==> config.mk <==
export PLATFORM = sky130hd
export DESIGN_NAME = muldiv_seq
export DESIGN_NICKNAME = d
export VERILOG_FILES = /design/src/rtl/rv32_pkg.sv /design/src/rtl/muldiv_seq.sv
export SDC_FILE = /design/constraint.sdc
export NUM_CORES = 1
export LEC_CHECK = 0
export CAP_MARGIN = 20
export CORE_ASPECT_RATIO = 0.9
export CORE_UTILIZATION = 56
export CTS_CLUSTER_DIAMETER = 40
export DETAILED_ROUTE_END_ITERATION = 10
export PLACE_DENSITY = 0.79
export SYNTH_ARGS = -nofsm -noshare
export SYNTH_HDL_FRONTEND = slang
export SYNTH_SLANG_ARGS = --single-unit
==> constraint.sdc <==
create_clock -name clk -period 5.4 [get_ports clk]
set_clock_uncertainty 0.05 [all_clocks]
set_input_delay 1.08 -clock clk [delete_from_list [all_inputs] [get_ports clk]]
set_output_delay 1.08 -clock clk [all_outputs]
set_load 0.02 [all_outputs]
==> src/rtl/rv32_pkg.sv <==
// ============================================================================
//  Module      : rv32_pkg
//  Description : Shared RV32 execute-stage definitions: M-extension funct3
//                encodings, the M-extension funct7 value used by the decoder
//                that raises start, and the multiply/divide sequencer state.
//  Revision    : 1.0 - initial release
// ============================================================================
`default_nettype none

package rv32_pkg;

  // funct3 operation select for OP with funct7 == M_EXT
  localparam logic [2:0] F3_MUL    = 3'd0;
  localparam logic [2:0] F3_MULH   = 3'd1;
  localparam logic [2:0] F3_MULHSU = 3'd2;
  localparam logic [2:0] F3_MULHU  = 3'd3;
  localparam logic [2:0] F3_DIV    = 3'd4;
  localparam logic [2:0] F3_DIVU   = 3'd5;
  localparam logic [2:0] F3_REM    = 3'd6;
  localparam logic [2:0] F3_REMU   = 3'd7;

  // funct7 identifying the M extension
  localparam logic [6:0] M_EXT = 7'h01;

  typedef enum logic [1:0] {
    IDLE = 2'd0,
    MUL  = 2'd1,
    DIV  = 2'd2,
    FIN  = 2'd3
  } muldiv_state_t;

endpackage

`default_nettype wire

==> src/rtl/muldiv_seq.sv <==
// ============================================================================
//  Module      : muldiv_seq
//  Description : Iterative RV32M multiply/divide sequencer. 32-step shift-add
//                multiply and restoring divide on operand magnitudes, with a
//                final sign fix-up. Divide-by-zero and signed overflow resolve
//                at accept and complete in one cycle. A kill aborts any
//                operation in flight without a done pulse.
//  Ports       : clk, rst (async, active-high)
//                start, funct3, data_rs1, data_rs2, rd_in : request
//                kill                                     : pipeline flush
//                ready, busy                              : sequencer status
//                done, result, rd_out                     : completion
//  Revision    : 1.0 - initial release
// ============================================================================
`default_nettype none

module muldiv_seq #(
  parameter int XLEN = 32
) (
  input  logic            clk,
  input  logic            rst,
  input  logic            start,
  input  logic [2:0]      funct3,
  input  logic [XLEN-1:0] data_rs1,
  input  logic [XLEN-1:0] data_rs2,
  input  logic [4:0]      rd_in,
  input  logic            kill,
  output logic            ready,
  output logic            busy,
  output logic            done,
  output logic [XLEN-1:0] result,
  output logic [4:0]      rd_out
);

  import rv32_pkg::*;

  localparam int                CNT_W     = $clog2(XLEN) + 1;
  localparam logic [CNT_W-1:0]  LAST_STEP = CNT_W'(XLEN - 1);
  localparam logic [XLEN-1:0]   MOST_NEG  = {1'b1, {(XLEN-1){1'b0}}};

  muldiv_state_t r_state;
  muldiv_state_t w_state_next;

  logic [2*XLEN-1:0] r_acc;     // mul: {partial product, multiplier}; div: {remainder, quotient}
  logic [XLEN-1:0]   r_opb;     // multiplicand or divisor magnitude
  logic [CNT_W-1:0]  r_cnt;
  logic [2:0]        r_f3;
  logic [4:0]        r_rd_lat;
  logic              r_neg;
  logic [XLEN-1:0]   r_result;
  logic [4:0]        r_rd_out;

  // ---------------------------------------------------------------------------
  // Accept-time decode: signedness, magnitudes, negate flag, special cases
  // ---------------------------------------------------------------------------
  logic            w_rs1_signed, w_rs2_signed;
  logic            w_neg1, w_neg2;
  logic [XLEN-1:0] w_mag1, w_mag2;
  logic            w_is_div;
  logic            w_div_by_zero, w_div_ovf, w_special;
  logic [XLEN-1:0] w_special_res;
  logic            w_neg_flag;
  logic            w_accept;

  assign w_rs1_signed = (funct3 == F3_MULH) || (funct3 == F3_MULHSU) ||
                        (funct3 == F3_DIV)  || (funct3 == F3_REM);
  assign w_rs2_signed = (funct3 == F3_MULH) || (funct3 == F3_DIV) ||
                        (funct3 == F3_REM);

  assign w_neg1 = w_rs1_signed & data_rs1[XLEN-1];
  assign w_neg2 = w_rs2_signed & data_rs2[XLEN-1];
  assign w_mag1 = w_neg1 ? (~data_rs1 + 1'b1) : data_rs1;
  assign w_mag2 = w_neg2 ? (~data_rs2 + 1'b1) : data_rs2;

  assign w_is_div      = funct3[2];
  assign w_div_by_zero = w_is_div && (data_rs2 == '0);
  assign w_div_ovf     = ((funct3 == F3_DIV) || (funct3 == F3_REM)) &&
                         (data_rs1 == MOST_NEG) && (data_rs2 == '1);
  assign w_special     = w_div_by_zero | w_div_ovf;

  // funct3[1] separates REM/REMU from DIV/DIVU
  always_comb begin
    w_special_res = '0;
    if (w_div_by_zero)
      w_special_res = funct3[1] ? data_rs1 : '1;
    else if (w_div_ovf)
      w_special_res = funct3[1] ? '0 : MOST_NEG;
  end

  // Quotient/high product take the XOR of signs; remainder follows the dividend.
  always_comb begin
    w_neg_flag = 1'b0;
    case (funct3)
      F3_MULH, F3_DIV:   w_neg_flag = w_neg1 ^ w_neg2;
      F3_MULHSU, F3_REM: w_neg_flag = w_neg1;
      default:           w_neg_flag = 1'b0;
    endcase
  end

  assign w_accept = (r_state == IDLE) && start && !kill;

  // ---------------------------------------------------------------------------
  // Iteration datapath
  // ---------------------------------------------------------------------------
  logic [XLEN:0]     w_sum;
  logic [2*XLEN-1:0] w_mul_next;
  logic [XLEN:0]     w_shrem;
  logic [XLEN:0]     w_diff;
  logic              w_borrow;
  logic [2*XLEN-1:0] w_div_next;
  logic [2*XLEN-1:0] w_step_next;
  logic              w_last;

  // Add into the upper half with a carry bit, then shift the 65-bit value right.
  assign w_sum      = {1'b0, r_acc[2*XLEN-1:XLEN]} + (r_acc[0] ? {1'b0, r_opb} : '0);
  assign w_mul_next = {w_sum, r_acc[XLEN-1:1]};

  // Shifted remainder needs XLEN+1 bits; an extra top bit captures the borrow.
  assign w_shrem               = r_acc[2*XLEN-1:XLEN-1];
  assign {w_borrow, w_diff}    = {1'b0, w_shrem} - {2'b00, r_opb};
  assign w_div_next = {(w_borrow ? w_shrem[XLEN-1:0] : w_diff[XLEN-1:0]),
                       r_acc[XLEN-2:0], ~w_borrow};

  assign w_step_next = (r_state == DIV) ? w_div_next : w_mul_next;
  assign w_last      = (r_cnt == LAST_STEP);

  // A committed difference is always below the divisor, so its top bit is zero.
  logic w_unused_diff_msb;
  assign w_unused_diff_msb = w_diff[XLEN];

  // ---------------------------------------------------------------------------
  // Final sign fix-up and word select, evaluated on the last iteration
  // ---------------------------------------------------------------------------
  logic [2*XLEN-1:0] w_prod;
  logic [XLEN-1:0]   w_mul_res, w_div_raw, w_div_res, w_final;

  assign w_prod    = r_neg ? (~w_mul_next + 1'b1) : w_mul_next;
  assign w_mul_res = (r_f3 == F3_MUL) ? w_prod[XLEN-1:0] : w_prod[2*XLEN-1:XLEN];
  assign w_div_raw = r_f3[1] ? w_div_next[2*XLEN-1:XLEN] : w_div_next[XLEN-1:0];
  assign w_div_res = r_neg ? (~w_div_raw + 1'b1) : w_div_raw;
  assign w_final   = (r_state == DIV) ? w_div_res : w_mul_res;

  // ---------------------------------------------------------------------------
  // FSM
  // ---------------------------------------------------------------------------
  always_ff @(posedge clk or posedge rst) begin
    if (rst)
      r_state <= IDLE;
    else
      r_state <= w_state_next;
  end

  always_comb begin
    w_state_next = r_state;
    done         = 1'b0;
    case (r_state)
      IDLE: begin
        if (start && !kill)
          w_state_next = w_special ? FIN : (w_is_div ? DIV : MUL);
      end
      MUL, DIV: begin
        if (kill)
          w_state_next = IDLE;
        else if (w_last)
          w_state_next = FIN;
      end
      FIN: begin
        done         = !kill;
        w_state_next = IDLE;
      end
      default: w_state_next = IDLE;
    endcase
  end

  // ---------------------------------------------------------------------------
  // Datapath registers
  // ---------------------------------------------------------------------------
  always_ff @(posedge clk or posedge rst) begin
    if (rst) begin
      r_acc    <= '0;
      r_opb    <= '0;
      r_cnt    <= '0;
      r_f3     <= '0;
      r_rd_lat <= '0;
      r_neg    <= 1'b0;
      r_result <= '0;
      r_rd_out <= '0;
    end else if (w_accept) begin
      r_acc    <= {{XLEN{1'b0}}, (w_is_div ? w_mag1 : w_mag2)};
      r_opb    <= w_is_div ? w_mag2 : w_mag1;
      r_cnt    <= '0;
      r_f3     <= funct3;
      r_rd_lat <= rd_in;
      r_neg    <= w_neg_flag;
      if (w_special) begin
        r_result <= w_special_res;
        r_rd_out <= rd_in;
      end
    end else if (((r_state == MUL) || (r_state == DIV)) && !kill) begin
      r_acc <= w_step_next;
      r_cnt <= r_cnt + CNT_W'(1);
      if (w_last) begin
        r_result <= w_final;
        r_rd_out <= r_rd_lat;
      end
    end
  end

  assign ready  = (r_state == IDLE);
  assign busy   = (r_state != IDLE);
  assign result = r_result;
  assign rd_out = r_rd_out;

endmodule

`default_nettype wire

# Yosys cells after proc, flatten, opt, wreduce, memory -nomap -nowiden
# Cells that the tools add are included.
# Widths: inputs -> output; s select.
# word_totals
input_bits,76
register_bits,150
# classes
n_bitwise,9
add_sub_neg,7
eq_ne,13
n_reduce_logical,26
muxes,36
# op_table
operator,count
$mux 32,18
$mux 64,4
$add 32x1->32 const B,3
$not 32->32,3
$add 64x1->64 const B,1
$eq 32x32->1 const B,2
$not 64->64,1
$sub 33x32->34,1
$add 32x32->33,1
$logic_not 32->1,1
$mux 5,4
$mux 6,2
$mux 2,5
$logic_and 1x1->1,7
$logic_or 1x1->1,7
$add 6x1->6 const B,1
$eq 3x3->1 const B,2
$eq 6x5->1 const B,1
$pmux 2 s3,1
$reduce_bool 2->1,3
$reduce_or 2->1,3
$eq 2x2->1 const B,2
$eq 3x1->1 const B,1
$eq 3x2->1 const B,1
15 further kinds,16

# Logic depth before layout (Yosys ltp)
# Gate-level depths: netlist of run 1.
# depth
ltp_word,10
depth_mapped,21

# Worst setup path before layout of run 1
# Ideal clock, no wire load.
# synth_path
path_kind,reg2reg
startpoint,register r_acc[35]
endpoint,"register r_result[28], in the netlist result[28]"
required_ns,5.283
setup_slack_ns,0.456
path_stages_with_launch,20
n_path_buf,2
arrival_time_ns,4.827
setup_time_ns,0.067
cell_sequence,dfrtp_1 > ha_1 > a21o_1 > a31oi_1 > a21oi_2 > nor2_4 > o31a_1 > clkbuf_8 > nand2_2 > buf_1 > a221oi_1 > ha_1 > o21ai_0 > a311oi_1 > nand3_1 > nand2b_1 > or3_4 > or4b_1 > a211oi_1 > o32a_1
# synth_between
elab_chain_cells,10
elab_cells_between_ends,16
classes_between,add/sub: 4; mux: 9; bitwise: 3
# synth_lines
element,line,source
from (decl),muldiv_seq.sv:44,logic [2*XLEN-1:0] r_acc;
from (signal assigned),muldiv_seq.sv:189,"r_acc <= {{XLEN{1'b0}}, (w_is_div ? w_mag1 : w_mag2)};"
from (signal assigned),muldiv_seq.sv:200,r_acc <= w_step_next;
$sub 33x32->34,muldiv_seq.sv:120,"assign {w_borrow, w_diff} = {1'b0, w_shrem} - {2'b00, r_opb};"
$mux 32 / $not 1->1 (equally long branches),"muldiv_seq.sv:121, muldiv_seq.sv:122",
$mux 32,muldiv_seq.sv:139,assign w_div_raw = r_f3[1] ? w_div_next[2*XLEN-1:XLEN] : w_div_next[XLEN-1:0];
$not 32->32,muldiv_seq.sv:140,assign w_div_res = r_neg ? (~w_div_raw + 1'b1) : w_div_raw;
$add 32x1->32,muldiv_seq.sv:140,
$mux 32,muldiv_seq.sv:140,
$mux 32 (*),muldiv_seq.sv:141,assign w_final = (r_state == DIV) ? w_div_res : w_mul_res;
$mux 32 (*),muldiv_seq.sv:202,if (w_last) begin
$mux 32 (*),muldiv_seq.sv:199,end else if (((r_state == MUL) || (r_state == DIV)) && !kill) begin
$mux 32 (*),muldiv_seq.sv:188,end else if (w_accept) begin
to (signal assigned),muldiv_seq.sv:196,r_result <= w_special_res;
to (signal assigned),muldiv_seq.sv:203,r_result <= w_final;
to (decl),muldiv_seq.sv:50,logic [XLEN-1:0] r_result;
# Every way passes the cells marked *; elsewhere a longest branch is shown, timed or not. The select of a mux whose other input is x is not followed.
# A chain may end at the register's enable or synchronous reset.

# Final worst setup path of run 1
# layout_path
startpoint,register r_acc[55]
endpoint,"register r_result[28], in the netlist result[28]"
# Same word-level chain as after synthesis.

==> results of run 1 <==
path summary, 6_finish.rpt:
| path | start | depth (start not counted) | to |
|---|---|---|---|
| setup / recovery | r_acc[55]$_DFFE_PP0P_ | 17 | result[28]$_DFFE_PP0P_ |
| hold / removal | r_rd_lat[1]$_DFFE_PP0P_ | 2 | r_rd_lat[1]$_DFFE_PP0P_ |
| setup reg to reg | r_acc[55]$_DFFE_PP0P_ | 17 | result[28]$_DFFE_PP0P_ |
| hold reg to reg | r_rd_lat[1]$_DFFE_PP0P_ | 2 | r_rd_lat[1]$_DFFE_PP0P_ |
| max in group asynchronous | rst | 3 | r_f3[1]$_DFFE_PP0P_ |
| min in group asynchronous | rst | 2 | r_opb[5]$_DFFE_PP0P_ |
cell type report:
class	count	area share, %
Antenna cell	2	0.0263
Clock buffer	18	2.25
Clock inverter	14	0.848
Inverter	68	1.37
Multi-Input combinational cell	1940	64.1
Sequential cell	150	19.7
Tap cell	403	2.65
Timing Repair Buffer	190	8.99
flip-flops by register name, summed over array words and instances, names as in the netlist:
name      count
r_opb        32
r_f3          3
r_neg         1
r_acc        64
rd_out        5
r_rd_lat      5
result       32
r_cnt         6
r_state       2
kinds of logic (layout without fill, tap and decap cells):
| kind of cell | after synthesis | count (layout) |
|---|---|---|
| simple gates | 826 | 826 |
| compound gates | 788 | 788 |
| buf+inv | 241 | 290 |
| xor+xnor | 184 | 184 |
| flops | 150 | 150 |
| fa+ha+maj | 75 | 75 |
| mux | 67 | 67 |
| other cells | 0 | 2 |
layer usage:
layer | track usage (%) | part of all wire (%) | vias to the layer above | wire length, µm
li1 | - | - | 8524 | -
met1 | 56.9 | 41 | 8781 | 26800
met2 | 61.9 | 43 | 1011 | 28000
met3 | 8.66 | 9.9 | 203 | 6460
met4 | 24.6 | 6.2 | 0 | 4040
met5 | 0 | 0 | - | 0
power groups by stage:
stage / combinational (mW) / sequential [mW] / clock, mW
floorplan: 8.30 / 1.80 / 0
global placement: 11.2 / 2.10 / 0
detailed placement: 11.4 / 2.12 / 0
CTS: 11.4 / 2.11 / 1.24
global route: 12.7 / 2.18 / 1.28
finish: 11.8 / 2.14 / 1.24
worst register-to-register path, cell delays in order, from the launching register on:
cell and delay (ps):
dfrtp_1 450, ha_1 430, nand2_1 170, nor4_4 450, nand3b_2 200, or2_4 280, o31ai_2 100, nor4_1 80
a221oi_1 340, ha_1 230, o21ai_0 100, a311oi_2 300, nand3_1 190, nand2b_1 270, or3_4 460, or4b_1 530
a211oi_1 240, o32a_1 180
cell usage in the layout (no fill, tap or decap), types with 49 or more instances in the layout:
| cell | n |
|---|---|
| nand2_1 | 267 |
| clkdlybuf4s50_1 | 114 |
| nor3_1 | 50 |
| dfrtp_1 | 147 |
| xnor2_1 | 103 |
| and2_1 | 49 |
| xor2_1 | 81 |
| buf_4 | 76 |
| inv_1 | 65 |
| nor2_1 | 224 |
| ha_1 | 72 |
| a21oi_1 | 211 |
| mux2i_1 | 52 |
| o21ai_0 | 234 |
| o211ai_1 | 63 |
what timing repair did:
| action | 4_1_cts | 5_1_grt |
|---|---|---|
| setup endpoints to repair | 0 | 4 |
| gates resized for setup | 0 | 12 |
| buffers inserted | 0 | 1 |
==> run metrics, run 1 <==
Sw Ratio=57.6%; DR DRC count=0; total gr overflow=0; Final HPWL DP=49,600 µm; root buf cell=clkbuf_16; pins over their slew limit=0; sequential fraction of the synthesis area=22.1%; global placement routability congestion=0.992; Sink Count=150; Final Util=63.7%; I/O pin total=116; reg-to-reg slack, setup=290 ps; fin crit share=94.5%; worst rel slew slack=24.1%; DP Cell Count=2,750; WP buf/inv=0; synthesized area per cell=7.28 µm²; max-cap violations=0; critical path arrival=5450 ps; Power, Total=15.2 mW; min-delay worst type=register to register; maximum fanout along the worst path=6; H-Tree Depth=4; CORE AREA=0.0299 mm²; die width=185 µm; final count of hold timing violations=0; most common cell in the netlist=nand2_1; Internal=6.44 mW; DIE AREA=0.0310 mm²; Power Density=798 mW/mm²; crit-path most repeated cell=ha_1; Max Buffers Root-to-Sink=2; chip height=167 µm; status=finished clean; # hold bufs at CTS=0; ys flop type=dfrtp_1; dpl cell area=0.0184 mm²; routed vias/inst=6.65; total wire length=65,300 µm; fill count=2,772; Netlist cell types=94; clock slew at reported path FFs=80 ps; share of cells above drive strength 1=7.61%; multiplexer share of the synthesized area=4.06%; post-synth top area cell=dfrtp_1; Slowest-stage cell, CP=or4b_1; Synth top cells by count=nand2_1, o21ai_0, nor2_1; layout overhead on the synthesized area=12.2%; area share of the largest cell type after synthesis=22.1%; Leak=7.56 nW; worst-margin pin slew=1130 ps; CTS tree=yes; crit-path cells=ha_1 -> nand2_1 -> nor4_4 -> nand3b_2 -> or2_4 -> o31ai_2 -> nor4_1 -> a221oi_1 -> ha_1 -> o21ai_0 -> a311oi_2 -> nand3_1 -> nand2b_1 -> or3_4 -> or4b_1 -> a211oi_1 -> o32a_1; Post-synth ARST share=100%; FMAX=196 MHz; setup violators final=0; number of port buffers=115; Multi-input gate area=0.0122 mm²; NumNets Final=2,518; Finished Cell Area=0.0190 mm²; CP endpoint kind=register; antenna violations before repair=0; Initial Utilization=56.8%; Final TNS setup=0 ps; number of flops mapped to enable cells by yosys=0; remaining antenna violation count=0; post-DR wirelength/cell=23.5 µm; WHS=424 ps; Seq pwr share=14.1%; CP Launch Type=register; Final min period=5110 ps; post-synthesis xor/xnor area fraction=9.50%; total CTS buffers=17; global-route wire length before repair=99,300 µm; cell family with most CP delay=simple AND/OR/NAND/NOR gates; Post-Synthesis Cell Area=0.0170 mm²; CP required=5740 ps; DR pass1 iterations=8; Ys Warns=0; Sequential Area=0.00376 mm²; Worst-Skew Late Latency=460 ps; max incr delay on CP=530 ps; gr usage total=42.1%; cell row count=60; Logic pwr share=77.7%; Finished Layout Cells=2,785; register bit count reported by yosys=150; Synth Area in Simple Gates=23.1%; Synth Area in Compound Gates=29.1%; number of DRC markers in iteration 0=2,294; DP Worst Slack=190 ps; clock share of power=8.2%; final worst slack=295 ps; Synth area leaders=dfrtp_1, o21ai_0, a21oi_1; vias in the first global route=16,930; via count=18,519; Mapped Nets=2,482; Worst VDD drop=0.441 mV; Post-Synth Adder-Cell Area=5.62%; largest net degree at the start of global routing=104; largest family of logic cells by synthesized area=compound AO/OA/AOI/OAI gates; crit path kind=register to register; Post-Synthesis Cells=2,331; NetSw=8.74 mW
Power figures use the tool's default switching activity.
==> run 2, diff against run 1 <==
--- a/config.mk
+++ b/config.mk
@@ -10,6 +10,7 @@
 export CORE_UTILIZATION = 56
 export CTS_CLUSTER_DIAMETER = 40
 export DETAILED_ROUTE_END_ITERATION = 10
+export GPL_TIMING_DRIVEN = 1
 export PLACE_DENSITY = 0.79
 export SYNTH_ARGS = -nofsm -noshare
 export SYNTH_HDL_FRONTEND = slang
==> results of run 2 <==
Same layout as run 1: the final DEF is identical, and so are final timing and power.
